[src/rtl/stream_demux.sv]
// Packet-aware 1:2 stream demux with one output register per port.
// Route is latched on a packet's first beat and held until its last beat.
module stream_demux #(
  parameter int WIDTH = 8
) (
  input  logic             clk,
  input  logic             rst_n,
  input  logic             in_valid,
  output logic             in_ready,
  input  logic [WIDTH-1:0] in_data,
  input  logic             in_last,
  input  logic             ctrl,
  output logic             a_valid,
  input  logic             a_ready,
  output logic [WIDTH-1:0] a_data,
  output logic             a_last,
  output logic [7:0]       a_pkts,
  output logic             b_valid,
  input  logic             b_ready,
  output logic [WIDTH-1:0] b_data,
  output logic             b_last,
  output logic [7:0]       b_pkts
);

  // IDLE: between packets, route follows ctrl | LOCK_A/LOCK_B: packet open to a/b
  typedef enum logic [1:0] {IDLE, LOCK_A, LOCK_B} state_t;

  state_t           r_state;
  state_t           w_state_nxt;
  logic             r_a_valid;
  logic             r_a_last;
  logic [WIDTH-1:0] r_a_data;
  logic [7:0]       r_a_pkts;
  logic             r_b_valid;
  logic             r_b_last;
  logic [WIDTH-1:0] r_b_data;
  logic [7:0]       r_b_pkts;
  logic             w_tgt_a;
  logic             w_a_free;
  logic             w_b_free;
  logic             w_accept;
  logic             w_load_a;
  logic             w_load_b;

  assign w_tgt_a  = (r_state == IDLE) ? ctrl : (r_state == LOCK_A);
  assign w_a_free = !r_a_valid || a_ready;
  assign w_b_free = !r_b_valid || b_ready;
  // Gated by rst_n so the upstream sees no ready while the block is held in reset.
  assign in_ready = rst_n && (w_tgt_a ? w_a_free : w_b_free);
  assign w_accept = in_valid && in_ready;
  assign w_load_a = w_accept && w_tgt_a;
  assign w_load_b = w_accept && !w_tgt_a;

  always_ff @(posedge clk or negedge rst_n) begin
    if (!rst_n) begin
      r_state <= IDLE;
    end else begin
      r_state <= w_state_nxt;
    end
  end

  always_comb begin
    w_state_nxt = r_state;
    case (r_state)
      IDLE: begin
        if (w_accept && !in_last) begin
          w_state_nxt = ctrl ? LOCK_A : LOCK_B;
        end
      end
      LOCK_A, LOCK_B: begin
        if (w_accept && in_last) begin
          w_state_nxt = IDLE;
        end
      end
      default: w_state_nxt = IDLE;
    endcase
  end

  always_ff @(posedge clk or negedge rst_n) begin
    if (!rst_n) begin
      r_a_valid <= 1'b0;
      r_a_last  <= 1'b0;
      r_a_data  <= '0;
      r_a_pkts  <= 8'd0;
    end else begin
      if (w_load_a) begin
        r_a_valid <= 1'b1;
        r_a_last  <= in_last;
        r_a_data  <= in_data;
        if (in_last) begin
          r_a_pkts <= r_a_pkts + 8'd1;
        end
      end else if (a_ready) begin
        r_a_valid <= 1'b0;
      end
    end
  end

  always_ff @(posedge clk or negedge rst_n) begin
    if (!rst_n) begin
      r_b_valid <= 1'b0;
      r_b_last  <= 1'b0;
      r_b_data  <= '0;
      r_b_pkts  <= 8'd0;
    end else begin
      if (w_load_b) begin
        r_b_valid <= 1'b1;
        r_b_last  <= in_last;
        r_b_data  <= in_data;
        if (in_last) begin
          r_b_pkts <= r_b_pkts + 8'd1;
        end
      end else if (b_ready) begin
        r_b_valid <= 1'b0;
      end
    end
  end

  assign a_valid = r_a_valid;
  assign a_last  = r_a_last;
  assign a_data  = r_a_data;
  assign a_pkts  = r_a_pkts;
  assign b_valid = r_b_valid;
  assign b_last  = r_b_last;
  assign b_data  = r_b_data;
  assign b_pkts  = r_b_pkts;

endmodule

[config.mk]
export PLATFORM = sky130hd
export DESIGN_NAME = stream_demux
export DESIGN_NICKNAME = d
export VERILOG_FILES = /design/src/rtl/stream_demux.sv
export SDC_FILE = /design/constraint.sdc
export NUM_CORES = 1
export LEC_CHECK = 0
export ABC_AREA = 0
export CORE_ASPECT_RATIO = 0.8
export CORE_MARGIN = 2
export CORE_UTILIZATION = 35
export DETAILED_ROUTE_END_ITERATION = 10
export DONT_BUFFER_PORTS = 1
export GPL_TIMING_DRIVEN = 0
export PLACE_DENSITY_LB_ADDON = 0.12
export SLEW_MARGIN = 20
export SYNTH_ARGS = -nofsm -noshare
export SYNTH_HDL_FRONTEND = slang
export SYNTH_SLANG_ARGS = --single-unit
[constraint.sdc]
create_clock -name clk -period 4.66 [get_ports clk]
set_clock_uncertainty 0.1 [all_clocks]
set_input_delay 0.233 -clock clk [delete_from_list [all_inputs] [get_ports clk]]
set_output_delay 0.233 -clock clk [all_outputs]
set_load 0.005 [all_outputs]
-- Word level (Yosys, flattened, before mapping)
Index checks and enable logic that the tools add are counted.
- register bits after elaboration: 38
- word-level logic and storage cells: 44
- add/subtract/negate cells: 2
- equal/unequal tests: 4
- muxes and demuxes: 10
- reductions and logical operators: 19
- operator list (kind ; number):
    $add A8 B1 Y8 const B ; 2
    $logic_and A1 B1 Y1 ; 6
    $mux W1 ; 6
    $mux W2 ; 3
    $reduce_and A2 Y1 ; 3
    $logic_not A1 Y1 ; 4
    $pmux W2 S2 ; 1
    $reduce_bool A2 Y1 ; 2
    $eq A2 B1 Y1 const B ; 1
    $eq A2 B2 Y1 const B ; 1
    $logic_not A2 Y1 ; 1
    $logic_or A1 B1 Y1 ; 2
    $ne A2 B1 Y1 const B ; 1
    $ne A2 B2 Y1 const B ; 1
    $reduce_or A2 Y1 ; 1

-- Logic depth before layout (Yosys ltp)
- depth after elaboration: 8
- gate-level depth with buffers: 7
- mapped depth without buffers: 6

-- Least setup slack after synthesis
No wires, ideal clock.
- kind: flip-flop to flip-flop
- start: reg r_state[0]
- end: reg r_b_data[4], in the netlist b_data[4]
- library setup time: 0.127 ns
- arrival time: 1.848 ns
- setup slack: 2.584 ns
- stages on the path, launching flop included: 7
- cell sequence: dfrtp_1 > inv_1 > ha_1 > mux2i_2 > nor3b_4 > buf_6 > mux2_1
- word-level cells in the longest chain between the ends: 6
- elaborated cells between the ends (all ways): 8
- ends and longest elaborated chain (item ; line ; text):
    start: declaration ; 28 ; state_t r_state;
    start signal: assignment ; 58 ; r_state <= w_state_nxt;
    $eq A2 B1 Y1 or $logic_not A2 Y1 (tied branches) ; 45 ; assign w_tgt_a = (r_state == IDLE) ? ctrl : (r_state == LOCK_A);
    $mux W1 (*) ; 45 ;
    $mux W1 ; 49 ; assign in_ready = rst_n && (w_tgt_a ? w_a_free : w_b_free);
    $logic_and A1 B1 Y1 ; 49 ;
    $logic_and A1 B1 Y1 ; 50 ; assign w_accept = in_valid && in_ready;
    $logic_and A1 B1 Y1 (*) ; 52 ; assign w_load_b = w_accept && !w_tgt_a;
    end signal: assignment ; 109 ; r_b_data <= in_data;
    end: declaration ; 36 ; logic [WIDTH-1:0] r_b_data;
Mark *: on every way between the ends. The rest lies on a longest branch, timed or not.
A chain may end at the register's enable or synchronous reset.

-- Worst setup path in the final report
- start: reg r_state[0]
- end: reg r_b_data[5], in the netlist b_data[5]
The elaborated chain is that of the path after synthesis.

==> out/summary.txt <==
====================================================================================================
Antenna violation net count after detailed routing                                                 0
Arrival time of the worst setup path                                                         2.46 ns
Fraction of layout cells with a size suffix above 1                                           0.2606
Global-route met1 utilization                                                                 0.1480
Async set or reset register ratio after synthesis                                              1.000
Proportion of synthesized chip area in sequential cells                                       0.5659
Worst-path maximum fanout                                                                         10
Post-DP HPWL                                                                            2377 microns
Prevailing post-synth register cell                                                     sky130_fd_sc_hd__dfrtp_1
Router iterations before antenna repair                                                            4
Result of the run                                                                       finished, final reports clean
Number of setup buffers added after CTS                                                            0
Synth cell types                                                                                  31
Warnings from Yosys                                                                                0
Number of cells traversed by the worst hold path                                                   3
Slowest CP cell                                                                         sky130_fd_sc_hd__nor3b_4
Overall overflow remaining after global route                                                      0
Met3 usage in global routing                                                                 0.06557
Count of maximum capacitance violations                                                            0
Iter 0 DRT Violations                                                                             31
Start point of the worst min-delay path                                                         ctrl
Cells traversed along the worst timing path                                             inv_1 -> ha_1 -> mux2i_2 -> nor3b_4 -> buf_6 -> mux2_1
Number of inserted diodes                                                                          0
Register-to-register setup slack                                                             2.27 ns
Areal power density over the cells                                                      508.6 nW/um^2
CTS Root Cell                                                                           sky130_fd_sc_hd__clkbuf_8
Commonest non-fill, non-tap cells in the layout                                         sky130_fd_sc_hd__dfrtp_1, sky130_fd_sc_hd__mux2_2, sky130_fd_sc_hd__xnor2_1
Critical Path RT                                                                             4.73 ns
Floorplan die area                                                                        5375 sq um
Placer congestion estimate                                                                    0.8615
Syn_nets                                                                                         144
Overall die width                                                                       81.47 microns
Final slew viol count                                                                              0
Summed negative setup slack over all endpoints                                                  0 ns
Number of failing setup endpoints in the final timing report                                       0
Area used by multi-input combinational logic                                             690.7 sq um
Number of cells produced by synthesis                                                            125
Worst reg2reg path depth                                                                           6
Number of storage elements in the synthesis netlist                                               38
Number of fill cells in the layout                                                               421
Most common library cell in the layout ignoring fill and taps                           sky130_fd_sc_hd__dfrtp_1
Capturing element type of the critical path                                                flip-flop
Met2 global-route usage                                                                       0.2203
Category of the most critical setup path                                                flip-flop to flip-flop
Level count of the clock H-tree                                                                    2
Standard cell core area                                                                   4597 sq um
Critical path startpoint category                                                          flip-flop
Peak supply drop                                                                           0.2054 mV
Unrepaired setup endpoints after global routing                                                false
Static leakage                                                                             0.8453 nW
Tightest Pin Transition                                                                    0.6602 ns
Worst r2r dst                                                                           b_data[5]$_DFFE_PN0P_
Worst hold path type                                                                    input port to flip-flop
Wire length per cell after detailed routing                                             15.93 microns
Worst Hold Margin                                                                         0.05201 ns
Clock-pin slew reported for the worst setup and hold paths after clock tree synthesis        0.07 ns
Antenna violations before repair                                                                   1
Placement Rows                                                                                    22
Start of the worst register-to-register path                                            r_state[0]$_DFFE_PN0P_
Relative slew margins                                                                         0.5565
CTS tree                                                                                        done
Clock latency on the worst-skew pair                                                         0.28 ns
Maximum cell stage delay along the critical path                                             0.50 ns
Clock buffer count from CTS                                                                        5
Busiest layer in global routing                                                                 met2
Clk buf depth                                                                                      2
Routed via count divided by cell count                                                         5.119
Register area                                                                            950.9 sq um
Synthesized area divided by synthesized cell count                                       13.44 sq um
Die boundary height                                                                     65.98 microns
Wire length of the first global-routing pass                                            5319 microns
Fmax achieved                                                                             0.4182 GHz
Post-synth EDFFs                                                                                   0
Largest net degree at the start of global routing                                                 39
Effective utilization at floorplan                                                            0.3655
Layout overhead on the synthesized area                                                       15.71%
Period utilization                                                                            0.5131
Final period demand of the worst path                                                       2.391 ns
Count of buffers from port buffering                                                               0
DRC Markers                                                                                        0
Wire length after detailed routing                                                      3218 microns
Total number of vias                                                                            1034
WHS Endpoint                                                                            r_state[1]$_DFFE_PN0P_
Number of global-route vias before repair                                                       1110
CTS sink count                                                                                    38
Total routing resource utilization after global routing                                       0.1328
Number of nets in the final layout                                                               161
Post-synthesis instance area                                                              1680 sq um
Count of pins on the block boundary                                                               52
Number of failing hold endpoints at the final stage                                                0
====================================================================================================
## registers in the layout, indices dropped and copies added, names as in the netlist
signal / cells
b_data: 8
b_last: 1
b_valid: 1
a_valid: 1
r_state: 2
a_data: 8
b_pkts: 8
a_pkts: 8
a_last: 1
## final cells by class
class / instances / area share
timing repair buffer: 10 / 0.05663
clock inverter: 2 / 0.005148
sequential: 38 / 0.4891
multi-input combinational: 80 / 0.3552
clock buffer: 5 / 0.03539
inverter: 4 / 0.007722
buffer: 3 / 0.01223
tap: 60 / 0.03861
## worst max-delay path, delay by kind of cell, from the launching register on
family / cells / cell delay [ns]
buffers and inverters: 2 / 0.30
DFF: 1 / 0.42
and+or+nand+nor: 1 / 0.50
muxes: 2 / 0.70
adders and majority gates: 1 / 0.25
## repair_timing
item / 4_1_cts / 5_1_grt
hold buffers: 10 / 0
endpoints found under the hold margin: 54 / 0
gates resized for setup: 0 / 0
setup endpoints to repair: 0 / 0
## report_power, final
part           switching [W]  total [W]  internal (W)
Clock               0.000106   0.000206      0.000100
Sequential          0.000111   0.000560      0.000449
Combinational      0.0000916   0.000223      0.000131
## worst max-delay path by stage
| stage | from | slack [ns] | endpoint | cells after the start |
|---|---|---|---|---|
| finish | r_state[0]$_DFFE_PN0P_ | 2.27 | b_data[5]$_DFFE_PN0P_ | 6 |
| global route | r_state[1]$_DFFE_PN0P_ | 2.08 | b_data[5]$_DFFE_PN0P_ | 6 |
| CTS | r_state[0]$_DFFE_PN0P_ | 2.21 | b_data[5]$_DFFE_PN0P_ | 6 |
| detailed placement | r_state[0]$_DFFE_PN0P_ | 2.21 | b_data[4]$_DFFE_PN0P_ | 6 |
| global placement | r_state[1]$_DFFE_PN0P_ | 2.29 | b_data[6]$_DFFE_PN0P_ | 6 |
| floorplan | r_state[0]$_DFFE_PN0P_ | 2.58 | b_data[4]$_DFFE_PN0P_ | 6 |
## metrics by stage
stage | power, W | setup slack (ns) | area, sq um | util | instances
after floorplan | 0.0007170 | 2.584 | 1680 | - | 125
after global placement | 0.0007652 | 2.287 | 1755 | 0.3819 | 185
after detailed placement | 0.0007825 | 2.211 | 1755 | 0.3819 | 185
after CTS | 0.001009 | 2.211 | 1944 | 0.4230 | 202
after global routing | 0.001062 | 2.083 | 1944 | 0.4230 | 202
final | 0.0009889 | 2.269 | 1944 | 0.4230 | 202
## kinds of logic after synthesis
group,Yosys count,share of synthesized area
DFF,38,0.5659
and+or+nand+nor,34,0.1355
buffers and inverters,7,0.02308
muxes,21,0.1444
xor gates and xnor gates,14,0.07297
AOI/OAI and AO/OA,7,0.02829
adders and majority gates,4,0.02979
## synth_stat cells, types with 2 or more instances
library cell               instances  area, sq um
sky130_fd_sc_hd__nor3_1            2        10.01
sky130_fd_sc_hd__nand4_1           3        18.77
sky130_fd_sc_hd__o21ai_0           3        15.01
sky130_fd_sc_hd__and3_1            4        25.02
sky130_fd_sc_hd__o311ai_0          2        17.52
sky130_fd_sc_hd__xor2_1            2        17.52
sky130_fd_sc_hd__nand3_2           3        30.03
sky130_fd_sc_hd__mux2_2           16        180.2
sky130_fd_sc_hd__nand3_1           5        25.02
sky130_fd_sc_hd__or2_2             2        12.51
sky130_fd_sc_hd__ha_1              4        50.05
sky130_fd_sc_hd__nand2_1           5        18.77
sky130_fd_sc_hd__mux2_1            3        33.78
sky130_fd_sc_hd__inv_1             4        15.01
sky130_fd_sc_hd__o211ai_1          2        15.01
sky130_fd_sc_hd__xnor2_1          12        105.1
sky130_fd_sc_hd__dfrtp_1          38        950.9
sky130_fd_sc_hd__nor2b_1           2        12.51
## metal layers
metal,vias to the layer above,wire (microns),part of all wire
li1,472,-,-
met1,511,1265,0.39
met2,41,1617,0.50
met3,8,274,0.085
met4,2,44,0.014
met5,-,16,0.0050
(Power assumes the default switching activity.)
